$ cat src/rtl/minisrc_pkg.sv
// Shared types and default sizes for the Mini SRC memory-port logic.
package minisrc_pkg;

  // Default RAM geometry: 512 words of 32 bits.
  localparam int ADDR_W_DEF = 9;
  localparam int DATA_W_DEF = 32;

  // Port identifiers used by the arbiter and the access latch.
  localparam logic PORT_C = 1'b0;
  localparam logic PORT_D = 1'b1;

  // Access sequencer states.
  typedef enum logic [1:0] {
    ST_IDLE = 2'd0,
    ST_ACC  = 2'd1,
    ST_RSP  = 2'd2
  } state_t;

endpackage

$ cat src/rtl/rr_arb2.sv
// Two-requester round-robin pick with its last-grant pointer.
// On a tie the port that did not win last time is chosen.
module rr_arb2
  import minisrc_pkg::*;
(
  input  logic clk,
  input  logic rst,
  input  logic i_req_c,
  input  logic i_req_d,
  input  logic i_take,
  output logic o_valid,
  output logic o_port
);

  // Port granted most recently; reset to D so the CPU wins the first tie.
  logic r_last;

  // Combinational winner selection.
  always_comb begin
    o_valid = i_req_c | i_req_d;
    o_port  = PORT_C;
    if (i_req_c && i_req_d) begin
      o_port = ~r_last;
    end else if (i_req_d) begin
      o_port = PORT_D;
    end
  end

  // Pointer moves to the winner whenever a request is actually taken.
  always_ff @(posedge clk or posedge rst) begin
    if (rst) begin
      r_last <= PORT_D;
    end else if (i_take && o_valid) begin
      r_last <= o_port;
    end
  end

endmodule

$ cat src/rtl/mem_port_arbiter.sv
// Shares one single-port RAM between the CPU (C) and debug/loader (D)
// ports. Each access takes three cycles: IDLE (sample), ACC (strobe +
// grant), RSP (done + read-data return).
module mem_port_arbiter
  import minisrc_pkg::*;
#(
  parameter int ADDR_W = ADDR_W_DEF,
  parameter int DATA_W = DATA_W_DEF
) (
  input  logic              clk,
  input  logic              rst,
  // CPU port
  input  logic              c_req,
  input  logic              c_we,
  input  logic [ADDR_W-1:0] c_addr,
  input  logic [DATA_W-1:0] c_wdata,
  output logic              c_gnt,
  output logic              c_done,
  output logic [DATA_W-1:0] c_rdata,
  // Debug/loader port
  input  logic              d_req,
  input  logic              d_we,
  input  logic [ADDR_W-1:0] d_addr,
  input  logic [DATA_W-1:0] d_wdata,
  output logic              d_gnt,
  output logic              d_done,
  output logic [DATA_W-1:0] d_rdata,
  // RAM side
  output logic              ram_read,
  output logic              ram_write,
  output logic [ADDR_W-1:0] ram_addr,
  output logic [DATA_W-1:0] ram_wdata,
  input  logic [DATA_W-1:0] ram_rdata,
  output logic              busy
);

  state_t            r_state;
  state_t            w_next;
  logic              w_sample;
  logic              w_valid;
  logic              w_port;
  logic              r_we;
  logic              r_port;
  logic [ADDR_W-1:0] r_addr;
  logic [DATA_W-1:0] r_wdata;
  logic [DATA_W-1:0] r_c_rdata;
  logic [DATA_W-1:0] r_d_rdata;
  logic              w_rd_rsp;

  assign w_sample = (r_state == ST_IDLE);

  rr_arb2 u_arb (
    .clk     (clk),
    .rst     (rst),
    .i_req_c (c_req),
    .i_req_d (d_req),
    .i_take  (w_sample),
    .o_valid (w_valid),
    .o_port  (w_port)
  );

  // State register.
  always_ff @(posedge clk or posedge rst) begin
    if (rst) begin
      r_state <= ST_IDLE;
    end else begin
      r_state <= w_next;
    end
  end

  // Next-state logic: any sampled request starts an access, then ACC->RSP->IDLE.
  always_comb begin
    w_next = r_state;
    case (r_state)
      ST_IDLE: if (w_valid) w_next = ST_ACC;
      ST_ACC:  w_next = ST_RSP;
      ST_RSP:  w_next = ST_IDLE;
      default: w_next = ST_IDLE;
    endcase
  end

  // Latch the winner's request on the IDLE->ACC edge; later input changes are ignored.
  always_ff @(posedge clk or posedge rst) begin
    if (rst) begin
      r_we    <= 1'b0;
      r_port  <= PORT_C;
      r_addr  <= '0;
      r_wdata <= '0;
    end else if (w_sample && w_valid) begin
      r_port  <= w_port;
      r_we    <= (w_port == PORT_D) ? d_we    : c_we;
      r_addr  <= (w_port == PORT_D) ? d_addr  : c_addr;
      r_wdata <= (w_port == PORT_D) ? d_wdata : c_wdata;
    end
  end

  // A read is returning data during RSP (RAM data is valid the cycle after ram_read).
  assign w_rd_rsp = (r_state == ST_RSP) && !r_we;

  // Per-port read-data registers, loaded only when that port's read completes.
  always_ff @(posedge clk or posedge rst) begin
    if (rst) begin
      r_c_rdata <= '0;
      r_d_rdata <= '0;
    end else if (w_rd_rsp) begin
      if (r_port == PORT_D) begin
        r_d_rdata <= ram_rdata;
      end else begin
        r_c_rdata <= ram_rdata;
      end
    end
  end

  // Strobes, grants and done pulses decoded from state; read data is forwarded
  // during the done cycle so it is visible together with done, then held.
  always_comb begin
    ram_read  = 1'b0;
    ram_write = 1'b0;
    c_gnt     = 1'b0;
    d_gnt     = 1'b0;
    c_done    = 1'b0;
    d_done    = 1'b0;
    c_rdata   = r_c_rdata;
    d_rdata   = r_d_rdata;
    if (r_state == ST_ACC) begin
      ram_read  = !r_we;
      ram_write = r_we;
      c_gnt     = (r_port == PORT_C);
      d_gnt     = (r_port == PORT_D);
    end
    if (r_state == ST_RSP) begin
      c_done = (r_port == PORT_C);
      d_done = (r_port == PORT_D);
    end
    if (w_rd_rsp && (r_port == PORT_C)) c_rdata = ram_rdata;
    if (w_rd_rsp && (r_port == PORT_D)) d_rdata = ram_rdata;
  end

  assign ram_addr  = r_addr;
  assign ram_wdata = r_wdata;
  assign busy      = (r_state != ST_IDLE);

endmodule

$ cat config.mk
export PLATFORM = sky130hd
export DESIGN_NAME = mem_port_arbiter
export DESIGN_NICKNAME = d
export VERILOG_FILES = /design/src/rtl/minisrc_pkg.sv /design/src/rtl/rr_arb2.sv /design/src/rtl/mem_port_arbiter.sv
export SDC_FILE = /design/constraint.sdc
export NUM_CORES = 1
export LEC_CHECK = 0
export ABC_CLOCK_PERIOD_IN_PS = 4250
export CAP_MARGIN = 10
export CORE_ASPECT_RATIO = 0.8
export CORE_UTILIZATION = 39
export CTS_CLUSTER_DIAMETER = 200
export CTS_CLUSTER_SIZE = 14
export DETAILED_ROUTE_END_ITERATION = 8
export GPL_ROUTABILITY_DRIVEN = 0
export PLACE_DENSITY = 0.82
export RECOVER_POWER = 100
export SYNTH_ARGS = -nofsm -noshare
export SYNTH_HDL_FRONTEND = slang
export SYNTH_SLANG_ARGS = --single-unit
$ cat constraint.sdc
create_clock -name clk -period 4.25 [get_ports clk]
set_clock_uncertainty 0.1 [all_clocks]
set_input_delay 1.0625 -clock clk [delete_from_list [all_inputs] [get_ports clk]]
set_output_delay 1.0625 -clock clk [all_outputs]
set_load 0.005 [all_outputs]
==> key figures, run 1 <==
Global route
  – Vias in the first global route: 3649
  – Largest net degree at the start of global routing: 63
  – Global route overflow: 0
  – First-pass GRT wire length: 19100 um
  – Overall Global Routing Usage: 17.5%
  – Initial antenna violation count: 0

Job
  – Max-cap violations: 2

Cells and area
  – Area of the multi-input gates: 2270 um2
  – Synth-to-Final Area Change: 47.1%
  – Post-route cell area: 7970 um2
  – Fill cells: 1105
  – Non-filler instance count after layout: 741
  – Antenna cells: 0
  – FF/Latch Area: 2750 um2
  – Share of cells above drive strength 1: 26.2%
  – Total Nets Final: 676

Clocking
  – CTS sink count: 110
  – Clk slew on worst S/H paths: around 70 ps
  – Clk buf depth: 2
  – H-tree levels: 3
  – Clock Latency Late Sink: 350 ps
  – # Post-CTS Setup Buffers: 0
  – # hold bufs at CTS: 0
  – Cts repair resizes: 0
  – CTS tree: yes
  – Clock root buffer: clkbuf_16
  – CTS Buf Count: 9

Synthesis
  – Syn nets: 450
  – Unique cell type count in the Yosys netlist: 20
  – Yosys top cell by area: dfrtp_1
  – Post-synth ARST share: 100%
  – Number of synthesized flops with an enable pin: 0
  – Mapped cell area: 5420 um2
  – Yosys top cell area share: 50.3%
  – Top post-synthesis cells by count: 109 x dfrtp_1, 102 x mux2_2, 78 x mux2_4
  – Synth Warn #: 0
  – Syn avg cell area: 16.4 um2
  – Seq/Total Area, Yosys: between 50% and 60%
  – Cell with the most instances after synthesis: dfrtp_1
  – Top cells by area in the synthesized netlist: dfrtp_1 50%, mux2_4 22%, mux2_2 21%
  – Syn Inst Count: 330
  – Ys flop type: dfrtp_1
  – FF+latch count, synth: 110

Timing
  – TNS Setup: 0 ps
  – Hold Vio Cnt, Final: 0
  – Setup WS post-layout: 434 ps
  – Slew @ Worst Pin: around 2100 ps
  – Final Critical Period: 3820 ps
  – Worst relative slew slack: -42.6%
  – Pins Over Slew Limit: 82
  – RSZ-0062 raised after global routing: false
  – Endpoints failing setup: 0
  – Max frequency: roughly 260 MHz
  – Tcrit/Tclk final: 89.8%

Power
  – Max IR drop VDD: around 0.33 mV
  – Pwr dens: 642 nW/um2
  – Final Total Pwr: roughly 0.0051 W
  – Leak Pwr: 3.45 nW

Critical path
  – Crit. End Element: flip-flop
  – Setup CP Type: input pin to flip-flop
  – Buffers & Inverters on Critical Path: 2
  – CP Cell Sequence: dlygate4sd3_1, o21a_1, clkbuf_1, mux2_2
  – Slowest CP cell: clkbuf_1
  – WP data arrival: 3950 ps
  – Crit-path leading delay family: buffers and inverters
  – CP max stage delay: 1160 ps
  – CP max FO: 26
  – Worst Path Required: 4380 ps
  – CP startpoint kind: input pin

Detailed routing
  – First drt pass iteration count: 4
  – Routed vias: 3471
  – Vias per cell: 4.68
  – Routed WL: ~12000 um
  – Drt drc: 0
  – Post-route ant nets: 0
  – DR iter-0 viols: 65
  – Drt wl/cell: roughly 16 um

Min path
  – Hold Path Class: flip-flop to flip-flop

Floorplanning
  – Core area: around 14000 um2
  – Die ar.: approximately 14000 um2
  – Core Rows: 38
  – Die H: ~110 um
  – Ports: ~230
  – Chip width: between 100 and 150 um
  – Starting Density: 40.0%

Place
  – Cell Area, Placed: slightly below 8000 um2
  – Detailed Place HPWL: 8910 um
  – Dpl cells: 725
  – Port Buffer Count: roughly 230
  – Placement Setup Slack: between 700 and 800 ps

Run status
  – Failing checks: max-capacitance violations, max-slew violations
  – Status: finished with violations
flip-flops by register name, summed over array words and instances, names as in the netlist:
signal        count
ram_addr          9
r_d_rdata        32
u_arb.r_last      1
r_c_rdata        32
ram_wdata        32
r_port            1
r_state           2
r_we              1
kinds of logic after synthesis:
kind of cell,after synthesis,share of synthesized area [%]
muxes,180,42.8
DFF,110,50.8
buffers and inverters,25,4.71
and+or+nand+nor,10,1.04
AOI/OAI and AO/OA,5,0.646
cells in the final DEF, fill, tap and decap left out, types with 3 or more instances in the layout:
cell type / n
clkdlybuf4s50_1: 117
dlygate4sd3_1: 114
dfrtp_1: 109
mux2_2: 84
mux2_1: 55
mux2_4: 41
clkbuf_16: 9
nor2_1: 4
inv_1: 4
buf_12: 3
routing by layer:
metal	track usage [%]	vias to the layer above	routed length (um)
met2	30.3	149	6060
li1	-	1628	-
met4	6.09	0	190
met1	20.4	1681	5030
met5	0	-	0
met3	5.37	13	834
cell type report:
cell class,instances,area share [%]
clock buffers,9,2.82
clock inverters,7,1.22
inverters,4,0.188
multi-input cells,195,28.5
flip-flops and latches,110,34.5
well taps,180,2.82
repair buffers,236,29.9
per-stage QoR:
step	util (%)	hold slack [ps]
floorplan	-	377
global placement	57.7	380
detailed placement	57.7	386
CTS	60.1	404
global route	58.8	402
finish	58.8	379
power breakdown:
| part | switching (W) | internal (W) |
|---|---|---|
| sequential | 0.000226 | 0.00158 |
| clock | 0.000389 | 0.000519 |
| combinational | 0.000855 | 0.00155 |
worst paths after layout:
| check | end | cells past startpoint | slack (ps) | startpoint |
|---|---|---|---|---|
| setup reg to reg | ram_addr[7]$_DFFE_PP0P_ | 4 | 1040 | r_state[0]$_DFFE_PP0P_ |
| min in group asynchronous | r_d_rdata[7]$_DFFE_PP0P_ | 2 | 1770 | rst |
| hold reg to reg | ram_wdata[2]$_DFFE_PP0P_ | 1 | 380 | ram_wdata[2]$_DFFE_PP0P_ |
| max in group asynchronous | r_d_rdata[20]$_DFFE_PP0P_ | 2 | 1040 | rst |
| hold / removal | ram_wdata[2]$_DFFE_PP0P_ | 1 | 380 | ram_wdata[2]$_DFFE_PP0P_ |
| setup / recovery | ram_addr[7]$_DFFE_PP0P_ | 4 | 430 | d_req |
Power figures use the tool's default switching activity.
==> run 2: changes to the inputs <==
--- a/config.mk
+++ b/config.mk
@@ -8,6 +8,7 @@
 export ABC_CLOCK_PERIOD_IN_PS = 4250
 export CAP_MARGIN = 10
 export CORE_ASPECT_RATIO = 0.8
+export CORE_MARGIN = 2
 export CORE_UTILIZATION = 39
 export CTS_CLUSTER_DIAMETER = 200
 export CTS_CLUSTER_SIZE = 14
@@ -15,6 +16,7 @@
 export GPL_ROUTABILITY_DRIVEN = 0
 export PLACE_DENSITY = 0.82
 export RECOVER_POWER = 100
+export SLEW_MARGIN = 10
 export SYNTH_ARGS = -nofsm -noshare
 export SYNTH_HDL_FRONTEND = slang
 export SYNTH_SLANG_ARGS = --single-unit
==> key figures, run 2 (synthesized netlist as in run 1, its figures left out) <==
Detailed routing
  – Drt drc: 0
  – Routed vias: between 3000 and 4000
  – DR iter-0 viols: 98
  – Drt wl/cell: 16.8 um
  – First drt pass iteration count: 4
  – Vias per cell: 4.74
  – Routed WL: 12500 um
  – Post-route ant nets: 0

Global route
  – Initial antenna violation count: 1
  – M3 GR Usage: under 10%
  – First-pass GRT wire length: 19500 um
  – Overall Global Routing Usage: between 10% and 20%
  – GRT Max-Usage Layer: met2
  – M2 GR Usage: between 20% and 30%
  – Vias in the first global route: 3810
  – Largest net degree at the start of global routing: 63
  – GRT met1 Usage: slightly below 20%
  – Global route overflow: 0

Floorplanning
  – Chip width: about 140 um
  – Starting Density: 40.0%
  – Core Rows: 38
  – Die ar.: 14900 um2
  – Core area: 13600 um2
  – Die H: 109 um
  – Ports: 232

Run status
  – Status: finished with violations
  – Failing checks: max-capacitance violations, max-slew violations

Timing
  – Hold Vio Cnt, Final: 0
  – Max frequency: 259 MHz
  – Endpoints failing setup: 0
  – Slew @ Worst Pin: around 2300 ps
  – Tcrit/Tclk final: 90.7%
  – Final Critical Period: 3860 ps
  – Pins Over Slew Limit: 51
  – Worst relative slew slack: -51.9%
  – Setup WS post-layout: 395 ps
  – TNS Setup: 0 ps
  – RSZ-0062 raised after global routing: false

Critical path
  – CP max stage delay: 600 ps
  – Slowest CP cell: dlygate4sd3_1
  – WP data arrival: 2690 ps
  – Worst Path Required: approximately 3000 ps
  – Crit. End Element: output pin
  – CP max FO: 20
  – CP Cell Sequence: and3b_1, nor2b_4, buf_12, mux2_1, dlygate4sd3_1
  – Number of cells on the critical path: 5
  – Setup CP Type: flip-flop to output pin
  – CP startpoint kind: flip-flop
  – Buffers & Inverters on Critical Path: 2
  – Worst-case reg-to-reg path depth: 4
  – Crit-path leading delay family: buffers and inverters

Clocking
  – H-tree levels: 3
  – # Post-CTS Setup Buffers: 0
  – CTS sink count: 110
  – Clk buf depth: 2
  – CTS Buf Count: 9
  – Clock root buffer: clkbuf_16
  – Cts repair resizes: 0
  – Clk slew on worst S/H paths: 70 ps
  – CTS tree: yes
  – # hold bufs at CTS: 0
  – Clock Latency Late Sink: between 300 and 400 ps

Job
  – Max-cap violations: 1

Min path
  – Hold Path Depth: 1
  – Hold Path Class: flip-flop to flip-flop

Cells and area
  – Non-filler instance count after layout: 744
  – Synth-to-Final Area Change: 47.4%
  – Total Nets Final: 678
  – Post-route cell area: 7990 um2
  – Most frequent cells in the layout: 119 x clkdlybuf4s50_1, 112 x dlygate4sd3_1, 109 x dfrtp_1, 72 x mux2_2, 66 x mux2_1
  – Commonest non-fill, non-tap cell in the layout: clkdlybuf4s50_1
  – Share of cells above drive strength 1: 24.3%

Power
  – Pwr dens: about 660 nW/um2
  – Max IR drop VDD: 0.283 mV
  – Final Total Pwr: 0.00527 W
  – Leak Pwr: 3.44 nW

Place
  – Port Buffer Count: 231
  – Placement Setup Slack: 792 ps
  – Detailed Place HPWL: approximately 9300 um
  – Dpl cells: 727
  – Cell Area, Placed: 7840 um2
-- run 2: changes by cell type in the layout (fill, tap and decap cells not counted), sizes merged --
| cell | previous run | this run |
|---|---|---|
| clkbuf | 10 | 15 |
| clkdlybuf4s50 | 117 | 119 |
| dlygate4sd3 | 114 | 112 |
| inv | 5 | 3 |
| clkinvlp | 2 | 1 |
| diode | 0 | 1 |
-- run 2: worst paths after layout --
check	from	to	slack [ps]
worst max-delay path	r_state[0]$_DFFE_PP0P_	d_rdata[15]	390
worst min-delay path	r_d_rdata[21]$_DFFE_PP0P_	r_d_rdata[21]$_DFFE_PP0P_	380
worst max register to register	u_arb.r_last$_DFFE_PP1P_	ram_wdata[5]$_DFFE_PP0P_	1630
worst min register to register	r_d_rdata[21]$_DFFE_PP0P_	r_d_rdata[21]$_DFFE_PP0P_	380
max in group asynchronous	rst	r_c_rdata[31]$_DFFE_PP0P_	1290
min in group asynchronous	rst	ram_wdata[7]$_DFFE_PP0P_	1680
-- run 2: routing by layer --
metal	part of all wire (%)	vias up
met1	41	1725
met5	0	-
met2	48	155
li1	-	1631
met4	1.6	0
met3	9.5	16
-- run 2: cell type report --
cell class                      instances  area (um2)
Clock buffer                           12         246
Sequential cell                       110        2750
Multi-Input combinational cell        195        2280
Timing Repair Buffer                  238        2390
Clock inverter                          4        70.1
Inverter                                4        16.3
Fill cell                            1066        5560
Tap cell                              180         225
Antenna cell                            1        2.50
-- run 2: power by group --
| part | switching (W) | internal (W) |
|---|---|---|
| logic | 0.000878 | 0.00168 |
| registers | 0.000235 | 0.00158 |
| clock network | 0.000362 | 0.000531 |
-- run 2: stage by stage --
stage	hold slack [ps]	util, %
floorplan	377	-
global placement	381	57.8
detailed placement	387	57.8
CTS	403	60.2
global route	406	59.0
finish	378	59.0
